--- config.mk ---
export PLATFORM = sky130hd
export DESIGN_NAME = pipe_ctrl
export DESIGN_NICKNAME = d
export VERILOG_FILES = /design/src/rtl/pipe_ctrl.sv
export SDC_FILE = /design/constraint.sdc
export NUM_CORES = 1
export LEC_CHECK = 0
export CELL_PAD_IN_SITES_DETAIL_PLACEMENT = 0
export CELL_PAD_IN_SITES_GLOBAL_PLACEMENT = 1
export CORE_MARGIN = 8
export CORE_UTILIZATION = 26
export DETAILED_ROUTE_END_ITERATION = 16
export GPL_TIMING_DRIVEN = 1
export PLACE_DENSITY_LB_ADDON = 0.1
export SKIP_CTS_REPAIR_TIMING = 1
export SLEW_MARGIN = 20
export SYNTH_ARGS = -nofsm -noshare
export SYNTH_HDL_FRONTEND = slang
export SYNTH_SLANG_ARGS = --single-unit
--- constraint.sdc ---
create_clock -name clk -period 1.8 [get_ports clk]
set_clock_uncertainty 0.1 [all_clocks]
set_input_delay 0.36 -clock clk [delete_from_list [all_inputs] [get_ports clk]]
set_output_delay 0.36 -clock clk [all_outputs]
set_load 0.05 [all_outputs]
--- src/rtl/pipe_ctrl.sv ---
// Pipeline hazard/redirect controller: load-use stalls, fetch-wait bubbles and branch redirects.
// Optional statistics counters are built when PIPE_CTRL_STATS_EN is defined; otherwise they read as zero.
module pipe_ctrl #(
  parameter int REG_W = 5,
  parameter int CNT_W = 32
) (
  input  logic             clk,
  input  logic             rst,
  input  logic             imem_ready,
  input  logic [REG_W-1:0] id_rs,
  input  logic [REG_W-1:0] id_rt,
  input  logic             id_use_rs,
  input  logic             id_use_rt,
  input  logic             ex_mem_read,
  input  logic [REG_W-1:0] ex_rd,
  input  logic             ex_redirect,
  input  logic [31:0]      ex_target,
  output logic             pc_we,
  output logic             pc_redirect,
  output logic [31:0]      redir_pc,
  output logic             fiid_we,
  output logic             fiid_flush,
  output logic             idex_bubble,
  output logic [CNT_W-1:0] stall_cycles,
  output logic [CNT_W-1:0] flush_count
);

  typedef enum logic [1:0] {
    RUN        = 2'd0,
    FETCH_WAIT = 2'd1,
    REDIR_WAIT = 2'd2
  } state_t;

  state_t      state_r;
  state_t      state_nxt_s;
  logic [31:0] redir_r;
  logic        latch_en_s;
  logic        lu_s;

  // Load-use hazard: a load in EX writes a nonzero register that ID reads.
  assign lu_s = ex_mem_read && (ex_rd != {REG_W{1'b0}}) &&
                ((id_use_rs && (id_rs == ex_rd)) || (id_use_rt && (id_rt == ex_rd)));

  // State register and latched redirect target.
  always_ff @(posedge clk or negedge rst) begin
    if (!rst) begin
      state_r <= RUN;
      redir_r <= 32'd0;
    end else begin
      state_r <= state_nxt_s;
      if (latch_en_s) begin
        redir_r <= ex_target;
      end else begin
        redir_r <= redir_r;
      end
    end
  end

  // Next-state and control outputs; reset forces the safe bubble/flush pattern.
  always_comb begin
    state_nxt_s = state_r;
    latch_en_s  = 1'b0;
    pc_we       = 1'b0;
    pc_redirect = 1'b0;
    redir_pc    = redir_r;
    fiid_we     = 1'b0;
    fiid_flush  = 1'b0;
    idex_bubble = 1'b0;
    if (!rst) begin
      state_nxt_s = RUN;
      redir_pc    = 32'd0;
      fiid_flush  = 1'b1;
      idex_bubble = 1'b1;
    end else begin
      case (state_r)
        RUN, FETCH_WAIT: begin
          if (ex_redirect) begin
            redir_pc    = ex_target;
            fiid_we     = 1'b1;
            fiid_flush  = 1'b1;
            idex_bubble = 1'b1;
            if (imem_ready) begin
              pc_we       = 1'b1;
              pc_redirect = 1'b1;
              state_nxt_s = RUN;
            end else begin
              latch_en_s  = 1'b1;
              state_nxt_s = REDIR_WAIT;
            end
          end else if (lu_s) begin
            // Hold PC and FI_ID; a still-pending fetch keeps us waiting.
            idex_bubble = 1'b1;
            if ((state_r == FETCH_WAIT) && !imem_ready) begin
              state_nxt_s = FETCH_WAIT;
            end else begin
              state_nxt_s = RUN;
            end
          end else if (!imem_ready) begin
            fiid_we     = 1'b1;
            fiid_flush  = 1'b1;
            state_nxt_s = FETCH_WAIT;
          end else begin
            pc_we       = 1'b1;
            fiid_we     = 1'b1;
            state_nxt_s = RUN;
          end
        end
        REDIR_WAIT: begin
          fiid_we     = 1'b1;
          fiid_flush  = 1'b1;
          idex_bubble = 1'b1;
          if (ex_redirect) begin
            // Newest target wins; wait one more cycle so the issued PC is the latched one.
            latch_en_s  = 1'b1;
            state_nxt_s = REDIR_WAIT;
          end else if (imem_ready) begin
            pc_we       = 1'b1;
            pc_redirect = 1'b1;
            state_nxt_s = RUN;
          end else begin
            state_nxt_s = REDIR_WAIT;
          end
        end
        default: begin
          fiid_flush  = 1'b1;
          idex_bubble = 1'b1;
          state_nxt_s = RUN;
        end
      endcase
    end
  end

`ifdef PIPE_CTRL_STATS_EN
  logic [CNT_W-1:0] stall_r;
  logic [CNT_W-1:0] flush_r;
  logic             redir_flush_s;

  // Every flush in REDIR_WAIT, and every flush alongside a redirect, is redirect-caused.
  assign redir_flush_s = fiid_flush && ((state_r == REDIR_WAIT) || ex_redirect);

  // Saturating statistics counters.
  always_ff @(posedge clk or negedge rst) begin
    if (!rst) begin
      stall_r <= {CNT_W{1'b0}};
      flush_r <= {CNT_W{1'b0}};
    end else begin
      if (!pc_we && (stall_r != {CNT_W{1'b1}})) begin
        stall_r <= stall_r + {{(CNT_W-1){1'b0}}, 1'b1};
      end else begin
        stall_r <= stall_r;
      end
      if (redir_flush_s && (flush_r != {CNT_W{1'b1}})) begin
        flush_r <= flush_r + {{(CNT_W-1){1'b0}}, 1'b1};
      end else begin
        flush_r <= flush_r;
      end
    end
  end

  assign stall_cycles = stall_r;
  assign flush_count  = flush_r;
`else
  assign stall_cycles = {CNT_W{1'b0}};
  assign flush_count  = {CNT_W{1'b0}};
`endif

endmodule

-- Word-level counts from Yosys, hierarchy flattened
Cells that the tools add are included.
- equality and inequality tests: 4
- multiplexer cells: 37
- reduce and logical (&&, ||, !) cells: 10
- operators by type and width (kind ; number):
    $mux W32 ; 3
    $mux W1 ; 24
    $eq A5 B5 Y1 ; 2
    $mux W2 ; 5
    $pmux W1 S2 ; 4
    $logic_and A1 B1 Y1 ; 5
    $reduce_bool A5 Y1 ; 1
    $pmux W2 S2 ; 1
    $eq A2 B1 Y1 const B ; 1
    $eq A2 B2 Y1 const B ; 1
    $logic_not A2 Y1 ; 1
    $reduce_or A2 Y1 ; 1
    $logic_not A1 Y1 ; 1
    $logic_or A1 B1 Y1 ; 1
- register bits after elaboration: 34
- input port bits: 54
- output and inout bits: 101
- logic and storage cells: 53

-- Longest topological paths before layout
- depth after elaboration: 8
- depth in mapped cells: 5
- gate-level depth less buffers: 4

-- Worst setup path before layout
Ideal clock, no wire load.
- path type: reg2out
- from: register state_r[1]
- to: output redir_pc[0]
- data arrival time: 2013 ps
- required time: 1340 ps
- path slack: -673 ps
- cell stages (with the launch flop): 6
- path buffers: 1
- path through: dfrtp_1 inv_1 nand2_1 buf_2 nand2_1 a21boi_0
- cells in the longest elaborated chain, start to end: 4
- elaborated cells on any way between the ends: 5
- those cells by class: eq/ne: 1; mux: 2; reduce/logical: 2
- ends and longest elaborated chain (what ; RTL line ; RTL):
    start, declared ; 34 ; state_t state_r;
    start signal, assigned ; 50 ; state_r <= state_nxt_s;
    $eq A2 B1 Y1 or $logic_not A2 Y1 (tied branches) ; 75 ; case (state_r)
    $reduce_or A2 Y1 (*) ; 75 ;
    $mux W32 (*) ; 75 ;
    $mux W32 (*) ; 69 ; if (!rst) begin
    end, declared ; 20 ; output logic [31:0] redir_pc,
Mark *: on every way between the ends. The rest lies on a longest branch, timed or not.

-- Worst setup path after layout
- from: register state_r[1]
- to: output redir_pc[27]
Same word-level chain as after synthesis.

==> qor.json <==
{
  "detailed_routing": {
    "post-route-drc-count": 0,
    "first_iter_violations": 49,
    "drt-vias-per-instance": 4.09,
    "postRouteAntennaNets": 0,
    "num_vias": 2193,
    "postRouteWirelength_mm": 8.09,
    "first_pass_iters": 4,
    "wire_per_inst_um": 15.1
  },
  "floorplanning": {
    "die_height_um": 117,
    "design.portCount": 155,
    "die_w_um": 117,
    "die_area_um2": 13700,
    "core_region_area_um2": 10100,
    "placementRows": 37,
    "floorplan.initialDensity_pct": 26.3
  },
  "cts": {
    "clock_sinks": 34,
    "ctsHtreeMaxLevel": 2,
    "clock_edge_transition_at_the_registers_on_the_reported_setup_and_hold_paths_ns": 0.07,
    "clk_root_buffer_cell": "sky130_fd_sc_hd__clkbuf_8",
    "ctsLongestPathBuffers": 2,
    "tritoncts.num_buffers": 5,
    "worst_skew_pair_later_pin_latency_ns": 0.28,
    "cts_tree": "built"
  },
  "sta": {
    "grt_setup_unrepaired": "true",
    "final_critical_path_setup_slack_ns": -0.205,
    "final-max-slew-violation-count": 0,
    "max_freq_mhz": 499,
    "timing.final.hold_violations": 0,
    "setup_violations": 37,
    "timing.final.crit_period_ns": 2.00,
    "layout_worst_path_cycle_share_pct": 111,
    "finalSetupTns_ns": -6.61
  },
  "placed_design": {
    "preCtsSetupSlack_ns": -0.530,
    "port-buffer-count": 90,
    "place.gp.congestion": 0.686,
    "placed_area_um2": 4280,
    "dpl.hpwl_mm": 5.78
  },
  "critical_path": {
    "critical_path.max_stage_delay_ns": 0.45,
    "timing_worst_setup_path_type": "flip-flop to output port",
    "required_ns": 1.34,
    "crit_slowest_cell": "sky130_fd_sc_hd__dfrtp_2",
    "worst_ep_arrival_time_ns": 1.54,
    "crit_path_cell_trace": "nor2_4, buf_12, clkbuf_16, nand2_2, a21boi_2, buf_12",
    "path_max_fanout": 6,
    "critical_path.endpoint_type": "output port",
    "ff2ff_path_depth": 4,
    "worstSetupStartpointType": "flip-flop",
    "crit_top_cell": "sky130_fd_sc_hd__buf_12"
  },
  "logic_synthesis": {
    "synth-seq-cells": 34,
    "ys_async_sr_fraction_pct": 100,
    "netlist_area_um2": 2650,
    "synth-seq-area-share_pct": 32.1,
    "synth-edff-count": 0,
    "synth_area_leader_cell": "sky130_fd_sc_hd__dfrtp_1",
    "synthesized_area_per_cell_um2": 9.34,
    "synth_area_leaders": "sky130_fd_sc_hd__dfrtp_1 (32%), sky130_fd_sc_hd__buf_4 (18%), sky130_fd_sc_hd__mux2_4 (17%)",
    "post-synth-top-count-cell": "sky130_fd_sc_hd__nand2_1",
    "ys_dominant_reg_cell": "sky130_fd_sc_hd__dfrtp_1",
    "ys_warn_count": 0,
    "count_of_different_cell_masters_after_synthesis": 29,
    "syn_inst": 284,
    "synth_commonest_cells": "sky130_fd_sc_hd__nand2_1 (71), sky130_fd_sc_hd__buf_4 (64), sky130_fd_sc_hd__dfrtp_1 (34), sky130_fd_sc_hd__mux2_4 (30), sky130_fd_sc_hd__a21boi_0 (24)",
    "yosys_top_cell_area_share_pct": 32.1
  },
  "global_routing": {
    "vias_in_the_first_global_route": 2348,
    "grt_pass1_wl_mm": 11.9,
    "grt_antenna_before_repair": 0,
    "gr-usage-all-layers_pct": 10.9,
    "grt_start_max_net_pins": 40,
    "globalRoute.totalOverflow": 0
  },
  "hold_path": {
    "min-delay-path-class": "input port to asynchronous set/reset pin"
  },
  "layout": {
    "area_delta_synth_final_pct": 79.4,
    "finalCoreUtilization_pct": 47.1,
    "antenna-diode-count": 0,
    "finalNetCount": 453,
    "final_layout_size_suffix_gt1_share_pct": 45.5,
    "post-route-cell-area_um2": 4760,
    "fillerInstances": 983
  },
  "power_and_ir_drop": {
    "power_mw": 3.54,
    "power_density_nw_per_um2": 743,
    "total_leakage_power_nw": 2.33,
    "max-vdd-ir-drop_uv": 273
  },
  "run_status": {
    "outcome": "complete, but fails checks",
    "violations": "setup timing"
  },
  "flow_run": {
    "cap_viol_max_count": 0
  }
}
## logic make-up (layout without fill, tap and decap cells)
family | Yosys count | count (layout) | synth area share, %
XOR/XNOR | 10 | 10 | 3.30
flip-flops | 34 | 34 | 32.1
buffers and inverters | 80 | 133 | 21.5
other | 1 | 64 | 0.141
multiplexers | 32 | 32 | 17.8
AND/OR/NAND/NOR | 82 | 82 | 12.1
AO/OA/AOI/OAI | 45 | 45 | 13.0
## final timing paths
| path | startpoint | to | slack [ns] |
|---|---|---|---|
| setup / recovery | state_r[1]$_DFF_PN0_ | redir_pc[27] | -0.20 |
| min in group clk | redir_r[0]$_DFFE_PN0P_ | redir_r[0]$_DFFE_PN0P_ | 0.41 |
| setup reg to reg | state_r[1]$_DFF_PN0_ | redir_r[29]$_DFFE_PN0P_ | 0.11 |
| hold reg to reg | redir_r[0]$_DFFE_PN0P_ | redir_r[0]$_DFFE_PN0P_ | 0.41 |
| hold / removal | rst | redir_r[0]$_DFFE_PN0P_ | 0.04 |
| max in group asynchronous | rst | state_r[0]$_DFF_PN0_ | 1.04 |
## layout by cell type, fill, tap and decap left out, drive strengths merged, types with 2 or more instances in the layout
cell	count
a21oi	3
xnor2	10
clkbuf	12
mux2	32
nor2	6
inv	3
dlymetal6s2s	15
nand2	71
clkdlybuf4s50	34
nor3	2
dfrtp	34
conb	64
nand4	2
buf	66
a21boi	32
## area by class of cell
class	instances	area (um2)	share of cell area, %
multi-input combinational	233	1960	41.3
timing repair buffer	122	1660	35.0
sequential	34	852	17.9
tap	136	170	3.58
clock buffer	6	82.6	1.74
clock inverter	2	12.5	0.263
inverter	3	11.3	0.237
## where the power goes
part           switching, mW  internal, mW
Clock                  0.304         0.308
Sequential            0.0846         0.917
Combinational           1.05         0.868
## registers in the layout, summed over array words and instances (netlist names)
signal	count
redir_r	32
state_r	2
## per-layer routing
| metal | global-route usage (%) | up-vias | wire length [um] |
|---|---|---|---|
| met2 | 17.5 | 82 | 3870 |
| met1 | 14.4 | 1067 | 3640 |
| met5 | 0 | - | 0 |
| met4 | 2.30 | 0 | 42 |
| li1 | - | 1039 | - |
| met3 | 2.98 | 5 | 536 |
## metrics by stage
step                      instances  hold slack, ns
after global routing            536          0.0588
after global placement          519           0.100
after floorplan                 347         -0.0356
final                           536          0.0439
after detailed placement        519           0.102
after CTS                       527          -0.211
## worst max-delay path: cells and delay by family (launching register included)
| kind | cells | cell delay, ns |
|---|---|---|
| AND/OR/NAND/NOR | 2 | 0.17 |
| AO/OA/AOI/OAI | 1 | 0.18 |
| flip-flops | 1 | 0.45 |
| buffers and inverters | 3 | 0.45 |
Note: power is estimated with default switching activity, not from simulation.
